## src/rtl/fp16_req_pkg.sv

```systemverilog
// Shared types and constants for the fp16 adder requester.
// Field widths, FSM state encoding and the timeout sum value.
package fp16_req_pkg;

    localparam int EXP_W = 5;
    localparam int MAN_W = 10;
    localparam int W     = 1 + EXP_W + MAN_W;

    localparam logic [W-1:0] FP16_QNAN = 16'h7E00;

    typedef enum logic [2:0] {
        S_IDLE,
        S_ISSUE,
        S_CAPTURE,
        S_DRAIN,
        S_OUTPUT
    } state_e;

    typedef struct packed {
        logic [W-1:0] a;
        logic [W-1:0] b;
    } pair_t;

endpackage

```

## src/rtl/fp16_add_requester_if.sv

```systemverilog
// Operand stream, sum stream and adder start/ready bundle.
// slave: requester side; master: sequencer, sink and adder side.
interface fp16_add_requester_if;
    import fp16_req_pkg::*;

    logic         in_valid;
    logic         in_ready;
    logic [W-1:0] in_a;
    logic [W-1:0] in_b;
    logic         out_valid;
    logic         out_ready;
    logic [W-1:0] out_result;
    logic         out_err;
    logic         add;
    logic [W-1:0] number1;
    logic [W-1:0] number2;
    logic [W-1:0] result;
    logic         ready;
    logic         busy;

    modport slave (
        input  in_valid, in_a, in_b, out_ready, result, ready,
        output in_ready, out_valid, out_result, out_err,
        output add, number1, number2, busy
    );

    modport master (
        output in_valid, in_a, in_b, out_ready, result, ready,
        input  in_ready, out_valid, out_result, out_err,
        input  add, number1, number2, busy
    );

endinterface

```

## src/rtl/fp16_req_fifo.sv

```systemverilog
// Operand-pair FIFO; pointers carry one extra wrap bit
// so full and empty are told apart without a counter.
module fp16_req_fifo
    import fp16_req_pkg::*;
#(
    parameter int DEPTH = 4
) (
    input  logic  clk,
    input  logic  rst,
    input  logic  push_i,
    input  logic  pop_i,
    input  pair_t wdata_i,
    output pair_t rdata_o,
    output logic  full_o,
    output logic  empty_o
);

    localparam int AW = $clog2(DEPTH);
    localparam logic [AW:0] ONE = (AW+1)'(1);

    pair_t       mem_q [DEPTH];
    logic [AW:0] wr_q, wr_d;
    logic [AW:0] rd_q, rd_d;
    logic        push_ok, pop_ok;

    assign empty_o = (wr_q == rd_q);
    assign full_o  = (wr_q[AW] != rd_q[AW]) &&
                     (wr_q[AW-1:0] == rd_q[AW-1:0]);
    assign rdata_o = mem_q[rd_q[AW-1:0]];

    assign pop_ok  = pop_i && !empty_o;
    assign push_ok = push_i && (!full_o || pop_ok);

    assign wr_d = push_ok ? wr_q + ONE : wr_q;
    assign rd_d = pop_ok  ? rd_q + ONE : rd_q;

    always_ff @(posedge clk) begin
        if (rst) begin
            wr_q <= '0;
            rd_q <= '0;
        end else begin
            wr_q <= wr_d;
            rd_q <= rd_d;
        end
    end

    always_ff @(posedge clk) begin
        if (push_ok) begin
            mem_q[wr_q[AW-1:0]] <= wdata_i;
        end
    end

endmodule

```

## src/rtl/fp16_add_requester.sv

```systemverilog
// Issues buffered fp16 operand pairs to the adder one at a time.
// Define FP16_REQ_TIMEOUT_EN to abort stalled requests with a qNaN.
module fp16_add_requester
    import fp16_req_pkg::*;
#(
    parameter int DEPTH   = 4,
    parameter int TIMEOUT = 64
) (
    input logic                 clk,
    input logic                 rst,
    fp16_add_requester_if.slave bus
);

    state_e       state_q, state_d;
    logic [W-1:0] n1_q, n1_d;
    logic [W-1:0] n2_q, n2_d;
    logic [W-1:0] res_q, res_d;
    logic         err_q, err_d;
    logic         full, empty, push, pop;
    logic         to_hit;
    pair_t        wdata, rdata;

    assign wdata = '{a: bus.in_a, b: bus.in_b};
    assign push  = bus.in_valid && bus.in_ready;
    assign pop   = (state_q == S_IDLE) && !empty;

    fp16_req_fifo #(.DEPTH(DEPTH)) u_fifo (
        .clk     (clk),
        .rst     (rst),
        .push_i  (push),
        .pop_i   (pop),
        .wdata_i (wdata),
        .rdata_o (rdata),
        .full_o  (full),
        .empty_o (empty)
    );

`ifdef FP16_REQ_TIMEOUT_EN
    localparam int CW = $clog2(TIMEOUT + 1);

    logic [CW-1:0] cnt_q, cnt_d;

    assign to_hit = (cnt_q == CW'(TIMEOUT - 1));

    // Restarts on every state change; only advances while waiting.
    always_comb begin
        cnt_d = cnt_q;
        if (state_d != state_q) begin
            cnt_d = '0;
        end else if (state_q == S_ISSUE ||
                     state_q == S_DRAIN) begin
            cnt_d = cnt_q + CW'(1);
        end
    end

    always_ff @(posedge clk) begin
        if (rst) begin
            cnt_q <= '0;
        end else begin
            cnt_q <= cnt_d;
        end
    end
`else
    assign to_hit = 1'b0;
`endif

    always_comb begin
        state_d = state_q;
        n1_d    = n1_q;
        n2_d    = n2_q;
        res_d   = res_q;
        err_d   = err_q;
        unique case (state_q)
            S_IDLE: begin
                if (!empty) begin
                    n1_d    = rdata.a;
                    n2_d    = rdata.b;
                    state_d = S_ISSUE;
                end
            end
            S_ISSUE: begin
                if (bus.ready) begin
                    state_d = S_CAPTURE;
                end else if (to_hit) begin
                    res_d   = FP16_QNAN;
                    err_d   = 1'b1;
                    state_d = S_OUTPUT;
                end
            end
            S_CAPTURE: begin
                res_d   = bus.result;
                err_d   = 1'b0;
                state_d = S_DRAIN;
            end
            // A level-held ready must fall before the sum is offered.
            S_DRAIN: begin
                if (!bus.ready) begin
                    state_d = S_OUTPUT;
                end else if (to_hit) begin
                    res_d   = FP16_QNAN;
                    err_d   = 1'b1;
                    state_d = S_OUTPUT;
                end
            end
            S_OUTPUT: begin
                if (bus.out_ready) begin
                    state_d = S_IDLE;
                end
            end
            default: state_d = S_IDLE;
        endcase
    end

    always_ff @(posedge clk) begin
        if (rst) begin
            state_q <= S_IDLE;
            n1_q    <= '0;
            n2_q    <= '0;
            res_q   <= '0;
            err_q   <= 1'b0;
        end else begin
            state_q <= state_d;
            n1_q    <= n1_d;
            n2_q    <= n2_d;
            res_q   <= res_d;
            err_q   <= err_d;
        end
    end

    assign bus.in_ready   = !full;
    assign bus.add        = (state_q == S_ISSUE);
    assign bus.number1    = n1_q;
    assign bus.number2    = n2_q;
    assign bus.out_valid  = (state_q == S_OUTPUT);
    assign bus.out_result = res_q;
    assign bus.out_err    = err_q;
    assign bus.busy       = (state_q != S_IDLE) || !empty;

endmodule

```

## src/flat_wrapper.sv

```systemverilog
// flat-port wrapper written by rule: the top's interface ports become plain ports
module fp16_add_requester_flat import fp16_req_pkg::*;
#(
    parameter int DEPTH   = 4,
    parameter int TIMEOUT = 64
)
  (clk, rst, bus_in_valid, bus_in_a, bus_in_b, bus_out_ready, bus_result, bus_ready, bus_in_ready, bus_out_valid, bus_out_result, bus_out_err, bus_add, bus_number1, bus_number2, bus_busy);
  fp16_add_requester_if bus_i ();
  input logic clk;
  input logic rst;
  input wire logic [$bits(bus_i.in_valid)-1:0] bus_in_valid;
  input wire logic [$bits(bus_i.in_a)-1:0] bus_in_a;
  input wire logic [$bits(bus_i.in_b)-1:0] bus_in_b;
  input wire logic [$bits(bus_i.out_ready)-1:0] bus_out_ready;
  input wire logic [$bits(bus_i.result)-1:0] bus_result;
  input wire logic [$bits(bus_i.ready)-1:0] bus_ready;
  output wire logic [$bits(bus_i.in_ready)-1:0] bus_in_ready;
  output wire logic [$bits(bus_i.out_valid)-1:0] bus_out_valid;
  output wire logic [$bits(bus_i.out_result)-1:0] bus_out_result;
  output wire logic [$bits(bus_i.out_err)-1:0] bus_out_err;
  output wire logic [$bits(bus_i.add)-1:0] bus_add;
  output wire logic [$bits(bus_i.number1)-1:0] bus_number1;
  output wire logic [$bits(bus_i.number2)-1:0] bus_number2;
  output wire logic [$bits(bus_i.busy)-1:0] bus_busy;
  assign bus_i.in_valid = bus_in_valid;
  assign bus_i.in_a = bus_in_a;
  assign bus_i.in_b = bus_in_b;
  assign bus_i.out_ready = bus_out_ready;
  assign bus_i.result = bus_result;
  assign bus_i.ready = bus_ready;
  assign bus_in_ready = bus_i.in_ready;
  assign bus_out_valid = bus_i.out_valid;
  assign bus_out_result = bus_i.out_result;
  assign bus_out_err = bus_i.out_err;
  assign bus_add = bus_i.add;
  assign bus_number1 = bus_i.number1;
  assign bus_number2 = bus_i.number2;
  assign bus_busy = bus_i.busy;
  fp16_add_requester #(.DEPTH(DEPTH), .TIMEOUT(TIMEOUT)) u_core (.clk(clk), .rst(rst), .bus(bus_i));
endmodule
```

## config.mk

```make
export PLATFORM = sky130hd
export DESIGN_NAME = fp16_add_requester_flat
export DESIGN_NICKNAME = d
export VERILOG_FILES = /design/src/rtl/fp16_req_pkg.sv /design/src/rtl/fp16_add_requester_if.sv /design/src/rtl/fp16_req_fifo.sv /design/src/rtl/fp16_add_requester.sv /design/src/flat_wrapper.sv
export SDC_FILE = /design/constraint.sdc
export NUM_CORES = 1
export LEC_CHECK = 0
export ABC_AREA = 1
export BUFFER_PORTS_ARGS = -buffer_cell sky130_fd_sc_hd__buf_2
export CAP_MARGIN = 20
export CORE_MARGIN = 2
export CORE_UTILIZATION = 40
export CTS_BUF_LIST = sky130_fd_sc_hd__clkbuf_8
export CTS_CLUSTER_DIAMETER = 50
export DETAILED_ROUTE_END_ITERATION = 8
export MAX_ROUTING_LAYER = met4
export PLACE_DENSITY_LB_ADDON = 0.25
export SYNTH_ARGS = -nofsm -noshare
export SYNTH_HDL_FRONTEND = slang
export SYNTH_SLANG_ARGS = --single-unit
```

## constraint.sdc

```tcl
create_clock -name clk -period 3.95 [get_ports clk]
set_input_delay 0.1975 -clock clk [delete_from_list [all_inputs] [get_ports clk]]
set_output_delay 0.1975 -clock clk [all_outputs]
set_load 0.05 [all_outputs]
```

Yosys cells after proc, flatten, opt, wreduce, memory -nomap -nowiden
Memory sizes are Yosys's and may differ from the RTL's. A register that Yosys moved wholly into a read port is not among the register bits.
Cells that the tools add are included.

word-level totals
  register bits = 25
  bits in writable memories = 128
  output and inout port bits = 53
  logic and storage cells = 39
  memories = 1

cells by class
  add/sub/neg operators = 2
  eq/ne operators = 11
  mux-type cells = 7
  bitwise operators = 1
  reduce and logical (&&, ||, !) cells = 13

memories
  name                 words  width  rd ports  clocked after memory_dff  write ports  line                 source
  u_core.u_fifo.mem_q  4      32     1         1                         1            fp16_req_fifo.sv:21  pair_t mem_q [DEPTH];

operators with widths
  kind                                                              count
  3-bit one-hot mux with 5 select lines                             1
  3-bit two-way mux                                                 4
  2-bit inequality test (second input constant)                     4
  3-bit by 1-bit adder with 3-bit output (second input constant)    2
  3-bit by 2-bit == test with 1-bit output (second input constant)  2
  1-bit logical AND                                                 5
  4-bit AND reduction                                               1
  3-bit by 1-bit == test with 1-bit output (second input constant)  1
  3-bit == test                                                     1
  3-bit == test (second input constant)                             1
  3-bit zero test                                                   1
  3-bit nonzero test                                                1
  2-bit == test                                                     1
  1-bit zero test                                                   2
  1-bit logical OR                                                  2
  1-bit two-way mux                                                 2
  2-bit AND reduction                                               1
  1-bit inequality test                                             1
  1-bit NOT                                                         1

Depth between registers and ports, before layout
  depth after elaboration = 8
  mapped depth = 9
  gate-level depth less buffers = 9

By module
Synthesis repeated with hierarchy kept, for this count alone.

unflattened totals
  cells, all modules = 628
  area total of the unflattened synthesis = 7069.3 um^2

modules (own cells, without submodules)
  module              instances  cells an instance  area an instance (um^2)  sequential area each (um^2)
  fp16_req_fifo       1          375                5168.7                   4003.8
  fp16_add_requester  1          253                1900.6                   1021.0

Worst setup path after synthesis
No wires, ideal clock.

  kind = reg-to-reg
  start point = reg u_core.u_fifo.wr_q[1]
  end point = mem u_core.u_fifo.mem_q[0][0] in the netlist's numbering (enable)
  data arrival time = 2.665 ns
  data required time = 3.529 ns
  path slack = 0.864 ns
  cell stages (with the launch flop) = 7
  period minus slack after synthesis = 3.086 ns
  cell sequence = dfxtp_1 inv_1 nand2_1 nand2_1 nand3_1 nand2_2 nor2_1

between the ends
  elaborated cells on any way between the ends = 12

RTL lines
  item                                                          line                                           source
  from (decl)                                                   fp16_req_fifo.sv:22                            logic [AW:0] wr_q, wr_d;
  from (signal assigned)                                        fp16_req_fifo.sv:42                            wr_q <= wr_d;
  2-bit == test *                                               fp16_req_fifo.sv:28                            (wr_q[AW-1:0] == rd_q[AW-1:0]);
  1-bit logical AND *                                           fp16_req_fifo.sv:27                            assign full_o = (wr_q[AW] != rd_q[AW]) &&
  1-bit zero test *                                             fp16_add_requester.sv:130                      assign bus.in_ready = !full;
  named net bus_in_ready                                        flat_wrapper.sv:17                             output wire logic [$bits(bus_i.in_ready)-1:0] bus_in_ready;
  1-bit logical AND / 1-bit logical OR (equally long branches)  fp16_add_requester.sv:24, fp16_req_fifo.sv:32
  1-bit logical AND *                                           fp16_req_fifo.sv:32                            assign push_ok = push_i && (!full_o || pop_ok);
  1-bit two-way mux *                                           fp16_req_fifo.sv:48                            if (push_ok) begin
  1-bit two-way mux (not written as such) *                     fp16_req_fifo.sv:49                            mem_q[wr_q[AW-1:0]] <= wdata_i;
  to (decl)                                                     fp16_req_fifo.sv:21

Mark *: on every way through the listed nets, which the timed path passes. The rest lies on a longest branch.

Worst setup path after layout
  start point = reg u_core.u_fifo.rd_q[1]
  end point = mem u_core.u_fifo.mem_q[3][14] in the netlist's numbering (enable)

between the ends
  longest elaborated chain between the ends = 8
  elaborated cells on any way between the ends = 12

RTL lines
  item                                       line                                           source
  from (decl)                                fp16_req_fifo.sv:23                            logic [AW:0] rd_q, rd_d;
  from (signal assigned)                     fp16_req_fifo.sv:43                            rd_q <= rd_d;
  3-bit == test                              fp16_req_fifo.sv:26                            assign empty_o = (wr_q == rd_q);
  1-bit zero test                            fp16_req_fifo.sv:31, fp16_add_requester.sv:25
  1-bit logical AND                          fp16_add_requester.sv:25                       assign pop = (state_q == S_IDLE) && !empty;
  1-bit logical AND                          fp16_req_fifo.sv:31                            assign pop_ok = pop_i && !empty_o;
  1-bit logical OR                           fp16_req_fifo.sv:32
  1-bit logical AND *                        fp16_req_fifo.sv:32
  1-bit two-way mux *                        fp16_req_fifo.sv:48
  1-bit two-way mux (not written as such) *  fp16_req_fifo.sv:49

Mark *: on every way between the ends. The rest lies on a longest branch, timed or not.

==> summary.txt <==
STA
  – RSZ-0062 raised after global routing: no
  – Final worst setup slack: 1.47 ns
  – Slew HR: 30.2%
  – Slew Viols, Final: 0
  – Setup_tns: 0 ns
  – Clk_skew: 0.0148 ns
  – Worst slew pin tran: 1.04 ns
  – Period utilisation layout: 62.8%
  – Final setup fails: 0
  – Final Hold Violating Endpoints: 0
  – Min Tclk post-route: 2.48 ns
  – Max Fclk: 0.403 GHz
  – Worst hold slack: 0.0419 ns

Floorplan
  – Die X: 138 um
  – Die area: 19000 sq um
  – Num rows: 48
  – Top Ports: 106
  – Initial Util: 41.2%
  – Core area: 17400 sq um
  – Die height: 138 um

Routing
  – Vias: 4872
  – Final ANT Viol Nets: 0
  – Drt drc: 0
  – WL final: 14800 um
  – Per-cell routed wire length: 14.7 um
  – Iter 0 DRT Violations: 307
  – Drt pass-1 iters: 5
  – Drt via density: 4.85

Setup path
  – WP data arrival: 2.56 ns
  – Worst r2r src: u_core.u_fifo.rd_q[1]$_SDFFE_PP0P_
  – Nature of the critical path startpoint: flip-flop
  – FF-to-FF path depth: 6
  – WS Path Type: reg -> reg
  – Worst R2R End: u_core.u_fifo.mem_q[3][14]$_DFFE_PP_
  – Crit-path max FO: 32
  – CP endpoint kind: flip-flop
  – CP Data Required Time: 4.03 ns
  – Worst Setup EP: u_core.u_fifo.mem_q[3][14]$_DFFE_PP_
  – Worst Setup SP: u_core.u_fifo.rd_q[1]$_SDFFE_PP0P_
  – Internal reg-to-reg setup slack: 1.47 ns

Layout
  – Share of cells above drive strength 1: 19.6%
  – FILL cells: 1601
  – Most frequent cells in the layout: 171 x nor2_1, 128 x edfxtp_1, 104 x buf_2
  – Final layout net count: 825
  – Most common cell after layout, fill and taps aside: nor2_1
  – Synthesis-to-layout area growth: 18.7%
  – Inserted Diodes: 0

Yosys
  – Post-Synthesis Cells: 641
  – Yosys warnings: 0
  – Yosys cell types: 27
  – Syn Nets: 699
  – Yosys reg bits: 185
  – Avg Inst Size Synth: 11.2 sq um
  – Sequential-to-total area share from yosys stat: 69.5%
  – Synth Cell Area: 7170 sq um

Pwr
  – Comb pwr share: 37.1%
  – Flop pwr share: 42.7%
  – Sw frac: 41.4%
  – Psw: 0.00245 W
  – Pleak: 3.25 nW
  – Int Pwr: 0.00347 W
  – Share of total power in the clock network: 20.2%
  – Pwr/cell area: 696 nW/um^2
  – Maximum vdd drop: 0.421 mV

Global route
  – First-pass GRT wire length: 22800 um
  – Number of global-route vias before repair: 4633
  – Initial antenna violation count: 0
  – Gr usage total: 16.4%
  – Largest net degree at the start of global routing: 66
  – Global route overflow: 0

Min path
  – HP Class: in -> reg
  – HP Start: bus_result[7]

Place
  – Routability cong.: 0.771
  – Hpwl dp: 9150 um
  – # port buffers: 104
  – Post-place setup slack: 1.42 ns

Clock network
  – H-tree levels: 4
  – CTS Buf Count: 17
  – Post-CTS setup repair buffer count: 0
  – CTS Buffer Depth: 2
  – Root buf cell: clkbuf_8
  – CTS tree: done
  – Clk pin slew, worst setup/hold paths: 0.09 ns
  – Post_cts resized: 0
  – Worst-skew pair later-pin latency: 0.46 ns
  – Sink Count: 185

Outcome
  – Outcome: finished clean

Run
  – Max-cap violation count: 0
-- cell usage after synthesis --
library cell  instances  area share (%)
inv_1                32             1.7
nor2_4                1            0.16
buf_2                10            0.70
clkbuf_2              1           0.070
a21oi_1              22             1.5
clkbuf_1              9            0.47
conb_1                1           0.052
nand4_1               2            0.17
nor2_1              175             9.2
nand2_4               1            0.16
inv_2                 3            0.16
ha_1                  5            0.87
nand3_1               9            0.63
nand2_2               4            0.35
nand2_8               1            0.28
o21ai_0              98             6.8
nand2_1              10            0.52
nor3_1                2            0.14
inv_8                 1            0.16
xor2_1                2            0.24
buf_6                12             1.9
nand3_4               1            0.24
dfxtp_1              57              16
edfxtp_1            128              54
o21ai_1              50             3.5
buf_4                 3            0.31
buf_8                 1            0.21
-- worst max-delay path: stages (launching register included) --
cell,delay [ns]
dfxtp_2,0.64
inv_1,0.08
nand2_1,0.07
nand2_1,0.11
nand3_1,0.16
nand2_2,0.19
nor2_4,0.84
-- final cells by class --
| class | instances | area [sq um] | area share (%) |
|---|---|---|---|
| Clock buffer | 17 | 234 | 2.75 |
| Clock inverter | 15 | 136 | 1.60 |
| Inverter | 36 | 143 | 1.68 |
| Multi-Input combinational cell | 384 | 1810 | 21.3 |
| Sequential cell | 185 | 4990 | 58.6 |
| Tap cell | 225 | 282 | 3.31 |
| Timing Repair Buffer | 143 | 918 | 10.8 |
-- kinds of logic after synthesis --
kind of cell	count (synthesis)	share of synthesized area, %
flops	185	69.5
compound gates	170	11.9
fa+ha+maj	5	0.872
xor+xnor	2	0.244
other cells	1	0.0523
buf+inv	72	5.64
simple gates	206	11.8
-- metal layers --
layer / global-route usage (%) / routed length [um] / vias up / share of wire (%)
met3: 4.35 / 783 / 10 / 5.3
met1: 20.1 / 6740 / 2292 / 46
li1: - / - / 2442 / -
met4: 5.56 / 142 / 0 / 0.96
met2: 26.4 / 7130 / 128 / 48
met5: - / 0 / - / 0
-- worst min path at each step --
stage | endpoint | slack, ns | depth (start not counted)
5_1_grt | u_core.bus.out_result[9]$_SDFFE_PP0N_ | 0.01 | 3
6_report | u_core.bus.out_result[7]$_SDFFE_PP0N_ | 0.04 | 3
4_1_cts | u_core.bus.out_result[9]$_SDFFE_PP0N_ | 0.0001 | 3
3_3_place_gp | u_core.u_fifo.mem_q[3][10]$_DFFE_PP_ | 0.42 | 1
3_5_place_dp | u_core.u_fifo.mem_q[1][18]$_DFFE_PP_ | 0.43 | 1
2_1_floorplan | u_core.state_q[0]$_SDFFE_PP0P_ | 0.27 | 1
-- power by group through the flow --
| stage | registers (W) | logic [W] | clock network [W] |
|---|---|---|---|
| 4_1_cts | 0.00253 | 0.00222 | 0.00123 |
| 3_3_place_gp | 0.00256 | 0.00216 | 0 |
| 5_1_grt | 0.00257 | 0.00245 | 0.00131 |
| 3_5_place_dp | 0.00258 | 0.00219 | 0 |
| 2_1_floorplan | 0.00312 | 0.00127 | 0 |
| 6_report | 0.00253 | 0.00219 | 0.00120 |
-- registers in the layout, summed over array words and instances (netlist names) --
name / cells
u_core.state_q: 3
u_core.bus.number1: 16
u_core.bus.out_result: 16
u_core.u_fifo.rd_q: 3
u_core.u_fifo.mem_q: 128
u_core.bus.number2: 16
u_core.u_fifo.wr_q: 3
-- what timing repair did --
| item | CTS | global route |
|---|---|---|
| hold endpoints to repair | 134 | 0 |
| endpoints found under the setup margin | 0 | 0 |
| hold buffers | 34 | 0 |
-- per-stage QoR --
step	utilization (%)	cells	total power, W	area, sq um
finish	48.9	1005	0.00592	8510
global route	48.9	1005	0.00633	8510
CTS	48.7	1004	0.00599	8480
detailed placement	44.6	938	0.00477	7770
global placement	44.6	938	0.00472	7770
floorplan	-	641	0.00439	7170
(Power assumes the default switching activity.)
